File: config.mk
export PLATFORM = sky130hd
export DESIGN_NAME = axi_aw_w_rr_arbiter_flat
export DESIGN_NICKNAME = d
export VERILOG_FILES = /design/src/rtl/axi_aw_w_rr_arbiter_if.sv /design/src/rtl/axi_aw_w_rr_arbiter.sv /design/src/flat_wrapper.sv
export SDC_FILE = /design/constraint.sdc
export NUM_CORES = 1
export LEC_CHECK = 0
export CAP_MARGIN = 20
export CORE_AREA = 4 4 196 198
export CTS_BUF_LIST = sky130_fd_sc_hd__clkbuf_8 sky130_fd_sc_hd__clkbuf_16
export CTS_CLUSTER_DIAMETER = 50
export DETAILED_ROUTE_END_ITERATION = 7
export DIE_AREA = 0 0 200 202
export DONT_BUFFER_PORTS = 1
export PLACE_DENSITY = 0.41
export SYNTH_ARGS = -nofsm -noshare
export SYNTH_HDL_FRONTEND = slang
export SYNTH_SLANG_ARGS = --single-unit
export TNS_END_PERCENT = 50
File: constraint.sdc
create_clock -name ACLK -period 4.64 [get_ports ACLK]
set_input_delay 0.928 -clock ACLK [delete_from_list [all_inputs] [get_ports ACLK]]
set_output_delay 0.928 -clock ACLK [all_outputs]
set_load 0.005 [all_outputs]
File: src/rtl/axi_aw_w_rr_arbiter_if.sv
// AW/W bus bundle between NUM_M masters and one slave port, plus arbiter status.
// The slave modport is the arbiter's view; the master modport is the surrounding environment.
interface axi_aw_w_rr_arbiter_if #(
  parameter int unsigned NUM_M    = 4,
  parameter int unsigned AWP_W    = 61,
  parameter int unsigned DATA_W   = 32,
  parameter int unsigned WQ_DEPTH = 4
);
  localparam int unsigned StrbW = DATA_W / 8;
  localparam int unsigned CntW  = $clog2(WQ_DEPTH + 1);
  localparam int unsigned IdxW  = $clog2(NUM_M);

  logic [NUM_M-1:0]        m_awvalid;
  logic [NUM_M-1:0]        m_awready;
  logic [NUM_M*AWP_W-1:0]  m_awpayload;
  logic                    s_awvalid;
  logic                    s_awready;
  logic [AWP_W-1:0]        s_awpayload;
  logic [NUM_M-1:0]        m_wvalid;
  logic [NUM_M-1:0]        m_wready;
  logic [NUM_M*DATA_W-1:0] m_wdata;
  logic [NUM_M*StrbW-1:0]  m_wstrb;
  logic [NUM_M-1:0]        m_wlast;
  logic                    s_wvalid;
  logic                    s_wready;
  logic [DATA_W-1:0]       s_wdata;
  logic [StrbW-1:0]        s_wstrb;
  logic                    s_wlast;
  logic [CntW-1:0]         wq_count;
  logic [IdxW-1:0]         last_grant;

  modport slave (
    input  m_awvalid, m_awpayload, s_awready, m_wvalid, m_wdata, m_wstrb, m_wlast, s_wready,
    output m_awready, s_awvalid, s_awpayload, m_wready, s_wvalid, s_wdata, s_wstrb, s_wlast,
    output wq_count, last_grant
  );

  modport master (
    output m_awvalid, m_awpayload, s_awready, m_wvalid, m_wdata, m_wstrb, m_wlast, s_wready,
    input  m_awready, s_awvalid, s_awpayload, m_wready, s_wvalid, s_wdata, s_wstrb, s_wlast,
    input  wq_count, last_grant
  );
endinterface

File: src/rtl/axi_aw_w_rr_arbiter.sv
// Round-robin AW arbiter with a registered output stage; W beats follow AW grant order
// through a grant-index FIFO, each burst owning the W channel until its WLAST handshake.
module axi_aw_w_rr_arbiter #(
  parameter int unsigned NUM_M    = 4,
  parameter int unsigned AWP_W    = 61,
  parameter int unsigned DATA_W   = 32,
  parameter int unsigned WQ_DEPTH = 4
) (
  input logic                  ACLK,
  input logic                  ARESET,
  axi_aw_w_rr_arbiter_if.slave bus
);
  localparam int unsigned StrbW = DATA_W / 8;
  localparam int unsigned IdxW  = $clog2(NUM_M);
  localparam int unsigned CntW  = $clog2(WQ_DEPTH + 1);
  localparam int unsigned PtrW  = (WQ_DEPTH > 1) ? $clog2(WQ_DEPTH) : 1;
  localparam logic [IdxW-1:0] LastIdx = IdxW'(NUM_M - 1);
  localparam logic [CntW-1:0] FullCnt = CntW'(WQ_DEPTH);
  localparam logic [PtrW-1:0] LastPtr = PtrW'(WQ_DEPTH - 1);

  typedef enum logic [0:0] {StIdle, StBusy} aw_state_e;

  aw_state_e        state_q;
  logic [IdxW-1:0]  last_grant_q;
  logic             s_awvalid_q;
  logic [AWP_W-1:0] s_awpayload_q;
  logic [IdxW-1:0]  fifo_q [WQ_DEPTH];
  logic [PtrW-1:0]  wr_ptr_q, rd_ptr_q;
  logic [CntW-1:0]  count_q;

  logic [AWP_W-1:0]  m_pay  [NUM_M];
  logic [DATA_W-1:0] m_data [NUM_M];
  logic [StrbW-1:0]  m_strb [NUM_M];

  logic            win_found, grant, push, pop, fifo_nempty;
  logic [IdxW-1:0] win_idx, head;

  for (genvar i = 0; i < NUM_M; i++) begin : g_unpack
    assign m_pay[i]  = bus.m_awpayload[i*AWP_W +: AWP_W];
    assign m_data[i] = bus.m_wdata[i*DATA_W +: DATA_W];
    assign m_strb[i] = bus.m_wstrb[i*StrbW +: StrbW];
  end

  // Search upward from the slot after the previous winner.
  always_comb begin
    int unsigned cand;
    cand      = 0;
    win_found = 1'b0;
    win_idx   = '0;
    for (int unsigned k = 1; k <= NUM_M; k++) begin
      cand = (32'(last_grant_q) + k) % NUM_M;
      if (!win_found && bus.m_awvalid[IdxW'(cand)]) begin
        win_found = 1'b1;
        win_idx   = IdxW'(cand);
      end
    end
  end

  assign grant       = (state_q == StIdle) && win_found && (count_q < FullCnt) && !ARESET;
  assign push        = (state_q == StBusy) && bus.s_awready;
  assign fifo_nempty = (count_q != '0);
  assign head        = fifo_q[rd_ptr_q];
  assign pop         = bus.s_wvalid && bus.s_wready && bus.s_wlast;

  always_comb begin
    bus.m_awready = '0;
    if (grant) bus.m_awready[win_idx] = 1'b1;
  end

  always_comb begin
    bus.m_wready = '0;
    bus.s_wvalid = 1'b0;
    bus.s_wdata  = '0;
    bus.s_wstrb  = '0;
    bus.s_wlast  = 1'b0;
    if (fifo_nempty) begin
      bus.s_wvalid       = bus.m_wvalid[head];
      bus.s_wdata        = m_data[head];
      bus.s_wstrb        = m_strb[head];
      bus.s_wlast        = bus.m_wlast[head];
      bus.m_wready[head] = bus.s_wready;
    end
  end

  always_ff @(posedge ACLK or posedge ARESET) begin
    if (ARESET) begin
      state_q       <= StIdle;
      last_grant_q  <= LastIdx;
      s_awvalid_q   <= 1'b0;
      s_awpayload_q <= '0;
    end else begin
      unique case (state_q)
        StIdle: begin
          if (grant) begin
            last_grant_q  <= win_idx;
            s_awpayload_q <= m_pay[win_idx];
            s_awvalid_q   <= 1'b1;
            state_q       <= StBusy;
          end
        end
        StBusy: begin
          if (bus.s_awready) begin
            s_awvalid_q <= 1'b0;
            state_q     <= StIdle;
          end
        end
        default: state_q <= StIdle;
      endcase
    end
  end

  always_ff @(posedge ACLK) begin
    if (push) fifo_q[wr_ptr_q] <= last_grant_q;
  end

  always_ff @(posedge ACLK or posedge ARESET) begin
    if (ARESET) begin
      wr_ptr_q <= '0;
      rd_ptr_q <= '0;
      count_q  <= '0;
    end else begin
      if (push) wr_ptr_q <= (wr_ptr_q == LastPtr) ? '0 : wr_ptr_q + 1'b1;
      if (pop)  rd_ptr_q <= (rd_ptr_q == LastPtr) ? '0 : rd_ptr_q + 1'b1;
      if (push && !pop)      count_q <= count_q + 1'b1;
      else if (pop && !push) count_q <= count_q - 1'b1;
    end
  end

  assign bus.s_awvalid   = s_awvalid_q;
  assign bus.s_awpayload = s_awpayload_q;
  assign bus.wq_count    = count_q;
  assign bus.last_grant  = last_grant_q;

  a_no_overflow: assert property (@(posedge ACLK) disable iff (ARESET)
    !(push && !pop && (count_q == FullCnt)));
  a_no_underflow: assert property (@(posedge ACLK) disable iff (ARESET)
    !(pop && (count_q == '0)));
endmodule

File: src/flat_wrapper.sv
// flat-port wrapper written by rule: the top's interface ports become plain ports
module axi_aw_w_rr_arbiter_flat 
#(
  parameter int unsigned NUM_M    = 4,
  parameter int unsigned AWP_W    = 61,
  parameter int unsigned DATA_W   = 32,
  parameter int unsigned WQ_DEPTH = 4
)
  (ACLK, ARESET, bus_m_awvalid, bus_m_awpayload, bus_s_awready, bus_m_wvalid, bus_m_wdata, bus_m_wstrb, bus_m_wlast, bus_s_wready, bus_m_awready, bus_s_awvalid, bus_s_awpayload, bus_m_wready, bus_s_wvalid, bus_s_wdata, bus_s_wstrb, bus_s_wlast, bus_wq_count, bus_last_grant);
  axi_aw_w_rr_arbiter_if #(.NUM_M(NUM_M), .AWP_W(AWP_W), .DATA_W(DATA_W), .WQ_DEPTH(WQ_DEPTH)) bus_i ();
  input logic ACLK;
  input logic ARESET;
  input wire logic [$bits(bus_i.m_awvalid)-1:0] bus_m_awvalid;
  input wire logic [$bits(bus_i.m_awpayload)-1:0] bus_m_awpayload;
  input wire logic [$bits(bus_i.s_awready)-1:0] bus_s_awready;
  input wire logic [$bits(bus_i.m_wvalid)-1:0] bus_m_wvalid;
  input wire logic [$bits(bus_i.m_wdata)-1:0] bus_m_wdata;
  input wire logic [$bits(bus_i.m_wstrb)-1:0] bus_m_wstrb;
  input wire logic [$bits(bus_i.m_wlast)-1:0] bus_m_wlast;
  input wire logic [$bits(bus_i.s_wready)-1:0] bus_s_wready;
  output wire logic [$bits(bus_i.m_awready)-1:0] bus_m_awready;
  output wire logic [$bits(bus_i.s_awvalid)-1:0] bus_s_awvalid;
  output wire logic [$bits(bus_i.s_awpayload)-1:0] bus_s_awpayload;
  output wire logic [$bits(bus_i.m_wready)-1:0] bus_m_wready;
  output wire logic [$bits(bus_i.s_wvalid)-1:0] bus_s_wvalid;
  output wire logic [$bits(bus_i.s_wdata)-1:0] bus_s_wdata;
  output wire logic [$bits(bus_i.s_wstrb)-1:0] bus_s_wstrb;
  output wire logic [$bits(bus_i.s_wlast)-1:0] bus_s_wlast;
  output wire logic [$bits(bus_i.wq_count)-1:0] bus_wq_count;
  output wire logic [$bits(bus_i.last_grant)-1:0] bus_last_grant;
  assign bus_i.m_awvalid = bus_m_awvalid;
  assign bus_i.m_awpayload = bus_m_awpayload;
  assign bus_i.s_awready = bus_s_awready;
  assign bus_i.m_wvalid = bus_m_wvalid;
  assign bus_i.m_wdata = bus_m_wdata;
  assign bus_i.m_wstrb = bus_m_wstrb;
  assign bus_i.m_wlast = bus_m_wlast;
  assign bus_i.s_wready = bus_s_wready;
  assign bus_m_awready = bus_i.m_awready;
  assign bus_s_awvalid = bus_i.s_awvalid;
  assign bus_s_awpayload = bus_i.s_awpayload;
  assign bus_m_wready = bus_i.m_wready;
  assign bus_s_wvalid = bus_i.s_wvalid;
  assign bus_s_wdata = bus_i.s_wdata;
  assign bus_s_wstrb = bus_i.s_wstrb;
  assign bus_s_wlast = bus_i.s_wlast;
  assign bus_wq_count = bus_i.wq_count;
  assign bus_last_grant = bus_i.last_grant;
  axi_aw_w_rr_arbiter #(.NUM_M(NUM_M), .AWP_W(AWP_W), .DATA_W(DATA_W), .WQ_DEPTH(WQ_DEPTH)) u_core (.ACLK(ACLK), .ARESET(ARESET), .bus(bus_i));
endmodule
# Word level (Yosys, flattened, before mapping)
# Memories as Yosys holds them, arrays and structs flattened.
# Cells that the tools add are included.
# op_classes
multipliers	0
add_sub_neg	8
order_cmp	11
bitwise_logic	4
n_mux	51
shifts	0
div_mod_pow	0
eq_ne	4
n_reduce_logical	23
# op_table
operator	count
61-bit binary-select mux with 2-bit select	1
61-bit 2-to-1 mux	2
32-bit 2-to-1 mux	3
32-bit binary-select mux with 2-bit select	1
1-bit 2-to-1 mux	20
4-bit 2-to-1 mux	5
2-bit by 3-bit < comparator with 1-bit output, second input constant	6
1-bit logical AND	13
1-bit binary-select mux with 2-bit select	6
2-bit 2-to-1 mux	6
2-bit by 1-bit adder with 2-bit output, second input constant	4
4-bit binary-select mux with 2-bit select	1
3-bit greater-or-equal comparator, second input constant	2
1-bit logical NOT	6
3-bit 2-to-1 mux	2
2-bit NOT with 3-bit output	2
2-bit adder, second input constant	2
4-bit bitwise AND	1
1-bit demux with 2-bit select	2
2-bit == test, second input constant	2
2-bit by 1-bit greater-or-equal comparator with 1-bit output, second input constant	2
1-bit case mux with 2 select lines	2
2-bit AND reduction	2
3-bit by 1-bit adder with 3-bit output, second input constant	1
other kinds (7)	7
# totals
mem_bits_ro	0
word_cells	109
reg_bits	72
n_memories	1
output_inout_bits	113
mem_bits_rw	8
latchBits	0
# memory_table
memory	depth	word_bits	rd	rd_ports_with_merged_regs	wr	line_no	rtl
u_core.fifo_q	4	2	1	0	1	axi_aw_w_rr_arbiter.sv:27	logic [IdxW-1:0] fifo_q [WQ_DEPTH];

# Depth between registers and ports, before layout
# Gate-level depths: netlist of the first run.
# depth
depth_word	18
depth_mapped	11
mapped_depth_nobuf	10

# Least setup slack after synthesis of the first run
# OpenSTA, ideal clock, no wires.
# synth_timing
path_kind	input -> output
from	input bus_m_awvalid[3]
to	output bus_m_awready[0]
arrival_ps	2319
stages	8
setup_slack_ps	1393
path_cell_list	nor2b_1 -> o21a_1 -> buf_2 -> or3_1 -> buf_2 -> buf_6 -> buf_6 -> nor3_1
# synth_between
elab_chain_len	17
elab_cells_between_ends	31
classes_between	order compare: 2; mux: 19; reduce/logical: 10
# synth_lines
element	line_no	rtl
start: declaration	flat_wrapper.sv:13	input wire logic [$bits(bus_i.m_awvalid)-1:0] bus_m_awvalid;
1-bit binary-select mux with 2-bit select	axi_aw_w_rr_arbiter.sv:52	if (!win_found && bus.m_awvalid[IdxW'(cand)]) begin
1-bit 2-to-1 mux (not written as such)	axi_aw_w_rr_arbiter.sv:52	
1-bit 2-to-1 mux	axi_aw_w_rr_arbiter.sv:52	
1-bit logical NOT	axi_aw_w_rr_arbiter.sv:52	
1-bit logical AND	axi_aw_w_rr_arbiter.sv:52	
1-bit 2-to-1 mux	axi_aw_w_rr_arbiter.sv:52	
1-bit logical NOT	axi_aw_w_rr_arbiter.sv:52	
1-bit logical AND	axi_aw_w_rr_arbiter.sv:52	
1-bit 2-to-1 mux	axi_aw_w_rr_arbiter.sv:52	
1-bit logical NOT	axi_aw_w_rr_arbiter.sv:52	
1-bit logical AND	axi_aw_w_rr_arbiter.sv:52	
2-bit 2-to-1 mux	axi_aw_w_rr_arbiter.sv:52	
2-bit by 3-bit < comparator with 1-bit output (not written as such) or 2-bit by 1-bit greater-or-equal comparator with 1-bit output (tied branches)	axi_aw_w_rr_arbiter.sv:67	if (grant) bus.m_awready[win_idx] = 1'b1;
1-bit logical AND (not written as such)	axi_aw_w_rr_arbiter.sv:67	
1-bit 2-to-1 mux (not written as such)	axi_aw_w_rr_arbiter.sv:67	
1-bit demux with 2-bit select	n/a	
4-bit 2-to-1 mux (*)	axi_aw_w_rr_arbiter.sv:67	
end: declaration	flat_wrapper.sv:21	output wire logic [$bits(bus_i.m_awready)-1:0] bus_m_awready;
# Every way passes the cells marked *; elsewhere a longest branch is shown, timed or not. The select of a mux whose other input is x is not followed.

# Final worst setup path of the first run
# layout_timing
from	register u_core.rd_ptr_q[0]
to	output bus_s_wdata[5]
# layout_between
elab_chain_len	6
# layout_lines
element	line_no	rtl
start: declaration	axi_aw_w_rr_arbiter.sv:28	logic [PtrW-1:0] wr_ptr_q, rd_ptr_q;
start signal: assignment	axi_aw_w_rr_arbiter.sv:123	if (pop) rd_ptr_q <= (rd_ptr_q == LastPtr) ? '0 : rd_ptr_q + 1'b1;
memory read 4 x 2 bit	n/a	
2-bit NOT with 3-bit output (not written as such)	axi_aw_w_rr_arbiter.sv:78	bus.s_wdata = m_data[head];
32-bit binary-select mux with 2-bit select	axi_aw_w_rr_arbiter.sv:78	
32-bit 2-to-1 mux (not written as such) (2 in series)	axi_aw_w_rr_arbiter.sv:78	
32-bit 2-to-1 mux	axi_aw_w_rr_arbiter.sv:76	if (fifo_nempty) begin
end: declaration	flat_wrapper.sv:26	output wire logic [$bits(bus_i.s_wdata)-1:0] bus_s_wdata;
# No other way between the ends. The select of a mux whose other input is x is not followed.

==> results.py, run 1 <==
metrics = {
    "timing": {
        "min_period_ns": 3.569,
        "rsz0062_at_grt": "false",
        "tightestPinTransition_ns": 0.9276,
        "slew_viol_final": 0,
        "setup_tns_ns": 0,
        "fmax_ghz": 0.2802,
        "fin_skew_ns": 0.01169,
        "hold_viol": 0,
        "finalCritPeriodShare_pct": 76.92,
        "worst_slack_ns": 1.071,
        "max_slew_margin_pct": 38.16,
        "finalSetupViolCount": 0,
    },
    "synth": {
        "synth-main-ff-cell": "dfrtp_1",
        "ys_seq_area_share_pct": 28.82,
        "synthDistinctLibCells": 41,
        "synthArstFlopShare_pct": 90.00,
        "synth_top_cell_by_area": "dfrtp_1",
        "synth_seq_cells": 80,
        "syn_nets": 1113,
        "synth_edf_count": 8,
        "synth.top_cell.area_share_pct": 24.69,
        "ys_warn_count": 0,
        "avgSynthCellArea_sq_um": 10.11,
        "syn_inst": 702,
        "synth.cell_area_sq_um": 7094,
        "synth_area_leaders": "dfrtp_1 25%, nor4b_1 15%, mux4_2 12%",
    },
    "grt": {
        "grt_overflow": 0,
        "grt_max_degree": 124,
        "grt_pass1_wl_um": 49160,
        "grt.total_usage_pct": 16.72,
        "antenna_found_initial": 17,
        "grt_pass1_vias": 6654,
    },
    "cells_and_area": {
        "fin_cells": 1112,
        "multi_input_area_sq_um": 4646,
        "final_util_pct": 21.44,
        "drive_above_1_share_pct": 21.63,
        "final_cell_mix": "122 x nor4b_1, 70 x dfrtp_1, 68 x nand2_1, 66 x a211oi_1, 62 x o31ai_1",
        "layout_commonest_cell": "nor4b_1",
        "area_delta_synth_final_pct": 10.39,
        "nNetsFinal": 1044,
        "nFillCells": 3974,
        "seq_area_sq_um": 2044,
    },
    "power_and_ir_drop": {
        "power.density_nw_per_um2": 682.4,
        "clockPowerShare_pct": 14.5,
        "peakVddDrop_uv": 376.3,
        "p_comb_share_pct": 58.4,
        "power.internal_w": 0.002703,
        "total_power_w": 0.005344,
        "seqPwrFrac_pct": 27.1,
        "swShare_pct": 49.41,
        "p_sw_w": 0.002641,
        "power_leakage_nw": 2.488,
    },
    "setup_path": {
        "critical_path_class": "reg2out",
        "critical_path.max_fanout": 27,
        "end_kind": "output pin",
        "start_kind": "flop",
        "worstPathArrival_ns": 2.64,
        "required_ns": 3.71,
    },
    "floorplan": {
        "die_w_um": 200,
        "io_pins": 517,
        "initial_core_util_pct": 19.42,
        "die_y_um": 202,
        "core_sq_um": 36520,
        "rows": 70,
        "die_area_sq_um": 40400,
    },
    "drt": {
        "first_pass_iters": 6,
        "drc": 0,
        "vias_per_cell": 5.523,
        "first_iter_violations": 417,
        "wl_um": 36010,
        "wl_per_cell_um": 32.38,
        "vias": 6142,
        "ant_nets": 0,
    },
    "clock_tree": {
        "cts_root_buffer": "clkbuf_16",
        "cts-hold-fix-buffers": 0,
        "htreeDepth": 3,
        "cts_buffers": 9,
        "clk_pin_slew_ns": 0.07,
        "cts_setup_buffers": 0,
        "clock_path_buffers": 2,
        "cts_resized": 0,
        "cts_tree": "built",
        "clk_latency_ns": 0.36,
        "clock_sinks": 80,
    },
    "flow_run": {
        "maxCapViolations": 0,
    },
    "placed_design": {
        "pre_cts_ws_ns": 1.392,
        "dpl.hpwl_um": 27430,
        "place_congestion": 0.7511,
        "io_buffers": 0,
        "dpl.cell_count": 1090,
    },
    "min_path": {
        "hold_path.class": "reg2reg",
    },
    "outcome": {
        "status": "finished, final reports clean",
    },
}
-- cells by family after synthesis --
group | share of synthesized area (%)
flops | 28.82
xor+xnor | 0.3704
buf+inv | 6.402
compound gates | 25.31
mux | 13.44
fa+ha+maj | 1.340
simple gates | 24.32
-- stage by stage --
step	instance area, sq um	hold WS [ns]
after floorplan	7094	0.4689
after global placement	7487	0.5068
after detailed placement	7507	0.5110
after CTS	7816	0.5259
after global routing	7826	0.5398
final	7831	0.5141
-- final timing paths --
| kind | depth (start not counted) | from | slack [ns] | endpoint |
|---|---|---|---|---|
| worst max-delay path | 5 | u_core.rd_ptr_q[0] | 1.07 | bus_s_wdata[5] |
| worst min-delay path | 2 | u_core.bus.s_awpayload[48] | 0.51 | u_core.bus.s_awpayload[48] |
| worst max register to register | 10 | u_core.rd_ptr_q[0] | 1.42 | u_core.bus.wq_count[2] |
| worst min register to register | 2 | u_core.bus.s_awpayload[48] | 0.51 | u_core.bus.s_awpayload[48] |
| max in group asynchronous | 2 | ARESET | 3.06 | u_core.bus.s_awpayload[51] |
| min in group asynchronous | 1 | ARESET | 0.61 | u_core.bus.s_awvalid |
-- sequential cells by signal, summed over array words and instances, names as in the netlist --
signal / count
u_core.bus.last_grant: 2
u_core.bus.s_awvalid: 1
u_core.fifo_q: 8
u_core.rd_ptr_q: 2
u_core.bus.s_awpayload: 61
u_core.state_q: 1
u_core.wr_ptr_q: 2
u_core.bus.wq_count: 3
-- power by group through the flow --
stage,clock network [W],logic (W),registers (W)
2_1_floorplan,0,0.00241,0.00126
5_1_grt,0.000834,0.00343,0.00149
3_3_place_gp,0,0.00314,0.00148
6_report,0.000775,0.00312,0.00145
3_5_place_dp,0,0.00317,0.00148
4_1_cts,0.000811,0.00317,0.00147
-- worst max-delay path, cell delays in order, from the launching register on --
cell	delay, ns
dfrtp_1	0.48
mux4_2	0.72
buf_12	0.26
buf_4	0.19
mux4_2	0.42
and2_1	0.20
-- per-layer routing --
| layer | wire length [um] | vias to the layer above | global-route usage [%] |
|---|---|---|---|
| li1 | - | 2679 | - |
| met1 | 11780 | 3012 | 16.59 |
| met2 | 19830 | 401 | 32.13 |
| met3 | 3439 | 48 | 5.201 |
| met4 | 954 | 2 | 5.968 |
| met5 | 12 | - | 0 |
-- Yosys cell counts (12+ instances only) --
| cell type | count |
|---|---|
| a211oi_2 | 58 |
| o31ai_1 | 62 |
| clkbuf_1 | 70 |
| a211oi_1 | 66 |
| buf_2 | 12 |
| dfrtp_1 | 70 |
| nand2_1 | 68 |
| mux4_2 | 38 |
| nor2_1 | 13 |
| and2_1 | 36 |
| nor4b_1 | 122 |
-- layout make-up --
cell class	count	area share, %
diodes	6	0.1917
clock buffers	10	3.195
clock inverters	6	0.7509
inverters	8	0.3994
multi-input cells	519	59.32
flip-flops and latches	80	26.11
well taps	468	7.477
repair buffers	15	2.556
(Power assumes the default switching activity.)
==> run 2, diff against run 1 <==
--- a/config.mk
+++ b/config.mk
@@ -6,13 +6,13 @@
 export NUM_CORES = 1
 export LEC_CHECK = 0
 export CAP_MARGIN = 20
-export CORE_AREA = 4 4 196 198
+export CORE_AREA = 4 4 198 200
 export CTS_BUF_LIST = sky130_fd_sc_hd__clkbuf_8 sky130_fd_sc_hd__clkbuf_16
 export CTS_CLUSTER_DIAMETER = 50
 export DETAILED_ROUTE_END_ITERATION = 7
-export DIE_AREA = 0 0 200 202
+export DIE_AREA = 0 0 202 204
 export DONT_BUFFER_PORTS = 1
-export PLACE_DENSITY = 0.41
+export PLACE_DENSITY = 0.42
 export SYNTH_ARGS = -nofsm -noshare
 export SYNTH_HDL_FRONTEND = slang
 export SYNTH_SLANG_ARGS = --single-unit
==> constraint.sdc (replaced) <==
create_clock -name ACLK -period 3.1 [get_ports ACLK]
set_input_delay 0.62 -clock ACLK [delete_from_list [all_inputs] [get_ports ACLK]]
set_output_delay 0.62 -clock ACLK [all_outputs]
set_load 0.005 [all_outputs]
==> run 2 against run 1 <==
Compared with the run above:
- clock power is 50% higher
- sequential power is 48% higher
- total power is 53% higher
- global-route usage is 0.11 points higher
- sequential share of layout area is 0.90 points lower
- sequential cell count stayed put
- combinational power is 56% higher
- via count is 2.3% higher
==> results.py, run 2 (same netlist as run 1, synthesis figures left out) <==
metrics = {
    "setup_path": {
        "start_kind": "flop",
        "crit_path_top_delay_cell": "mux4_2",
        "critical_path.max_fanout": 36,
        "rrSetupSlack_ns": 0.25,
        "required_ns": 2.48,
        "r2r_start": "u_core.rd_ptr_q[0]",
        "critical_path_class": "reg2out",
        "r2r_end": "u_core.bus.wq_count[2]",
        "crit_path_frequent_cell": "mux4_2",
        "reg2regPathDepth": 10,
        "startpoint": "u_core.rd_ptr_q[0]",
        "critical_path.max_stage_delay_ns": 0.58,
        "worstPathArrival_ns": 2.33,
        "end_kind": "output pin",
        "path_cells": "mux4_2 > buf_12 > mux4_2 > and2_1",
    },
    "drt": {
        "first_iter_violations": 414,
        "dr_wl_met2_um": 20300,
        "vias": 6285,
        "wl_um": 36210,
        "vias_per_cell": 5.290,
        "top_layer": "met5",
        "wl_per_cell_um": 30.48,
        "wl_met1_um": 11680,
        "ant_nets": 0,
        "met3_length_um": 3390,
        "first_pass_iters": 5,
        "drc": 0,
    },
    "timing": {
        "finalSetupViolCount": 0,
        "holdWs_ns": 0.1919,
        "finalCritPeriodShare_pct": 95.10,
        "slew_viol_final": 0,
        "rsz0062_at_grt": "false",
        "fin_skew_ns": 0.01688,
        "min_period_ns": 2.948,
        "max_slew_margin_pct": 55.67,
        "fmax_ghz": 0.3392,
        "hold_viol": 0,
        "tightestPinTransition_ns": 0.6558,
        "setup_tns_ns": 0,
    },
    "cells_and_area": {
        "drive_above_1_share_pct": 25.41,
        "nNetsFinal": 1071,
        "largest_reg_flops": 61,
        "final_cell_mix": "122 x nor4b_1, 69 x dfrtp_1, 68 x nand2_1, 66 x a211oi_1, 62 x o31ai_1",
        "area_delta_synth_final_pct": 14.39,
        "layout_commonest_cell": "nor4b_1",
        "fin_cells": 1188,
    },
    "placed_design": {
        "dpl.cell_count": 1158,
        "place_congestion": 0.8651,
        "io_buffers": 0,
        "dpl.hpwl_um": 28850,
    },
    "floorplan": {
        "initial_core_util_pct": 18.97,
        "die_y_um": 204,
        "io_pins": 517,
        "die_area_sq_um": 41210,
        "rows": 71,
        "core_sq_um": 37400,
        "die_w_um": 202,
    },
    "clock_tree": {
        "clk_latency_ns": 0.36,
        "htreeDepth": 3,
        "clk_pin_slew_ns": 0.07,
        "cts_root_buffer": "clkbuf_16",
        "clock_sinks": 80,
        "cts-hold-fix-buffers": 0,
        "cts_tree": "built",
        "cts_buffers": 9,
        "clock_path_buffers": 2,
    },
    "grt": {
        "grt_max_degree": 72,
        "grt.total_usage_pct": 16.82,
        "grt_overflow": 0,
        "antenna_found_initial": 27,
        "grt_pass1_vias": 6696,
        "grt_pass1_wl_um": 50890,
    },
    "outcome": {
        "status": "finished, final reports clean",
    },
    "power_and_ir_drop": {
        "power_leakage_nw": 2.624,
        "peakVddDrop_uv": 315.6,
        "power.density_nw_per_um2": 1007,
    },
    "min_path": {
        "hold_path.class": "in2async",
    },
    "flow_run": {
        "maxCapViolations": 0,
    },
}
[run 2: changes by cell type in the layout (fill, tap and decap cells not counted), sizes merged]
cell | previous run | this run
clkinvlp | 1 | 0
diode | 6 | 12
inv | 9 | 11
buf | 15 | 42
clkbuf | 10 | 9
[run 2: how the worst max path moves through the flow]
stage | to | slack (ns) | cells past startpoint
finish | bus_s_wdata[26] | 0.15 | 4
global route | bus_m_awready[2] | 0.02 | 6
CTS | bus_s_wdata[26] | 0.008 | 4
detailed placement | u_core.bus.wq_count[2] | 0.18 | 10
global placement | u_core.bus.wq_count[2] | 0.24 | 10
floorplan | u_core.bus.wq_count[2] | 0.36 | 11
[run 2: where the power goes]
group	switching (W)	internal, W	leakage (nW)
Sequential	0.000584	0.00156	0.958
Combinational	0.00292	0.00195	1.52
Clock	0.000522	0.000635	0.151
[run 2: layout make-up]
cell class	count	area (sq um)
Fill cell	4054	29280
Multi-Input combinational cell	519	4651
Sequential cell	80	2046
Tap cell	511	639.4
Timing Repair Buffer	42	416.7
Clock buffer	9	225.2
Clock inverter	7	76.32
Inverter	8	31.28
Antenna cell	12	30.03
[run 2: repair_timing]
| action | CTS | global route |
|---|---|---|
| gates resized for setup | 1 | 2 |
| buffers inserted | 1 | 1 |
| endpoints found under the setup margin | 10 | 31 |
| gates cloned | 0 | 0 |
| hold endpoints to repair | 0 | 0 |
[run 2: metal layers]
layer  vias to the layer above  global-route usage (%)
li1                       2753                       -
met1                      3056                   16.53
met2                       409                   32.71
met3                        55                   6.141
met4                        12                   5.200
met5                         -                       0
[run 2: worst max-delay path, delay by kind of cell (launching register included)]
kind / cells / cell delay (ns)
simple gates: 1 / 0.21
mux: 2 / 1.09
flops: 1 / 0.43
buf+inv: 1 / 0.23
[run 2: per-stage QoR]
stage | setup slack [ns] | instance area [sq um] | util [%] | total power [W]
after floorplan | 0.3592 | 7094 | - | 0.005487
after global placement | 0.2375 | 7761 | 20.75 | 0.007101
after detailed placement | 0.1816 | 7761 | 20.75 | 0.007106
after CTS | 0.007833 | 8075 | 21.59 | 0.008325
after global routing | 0.01882 | 8110 | 21.69 | 0.008800
final | 0.1518 | 8115 | 21.70 | 0.008173
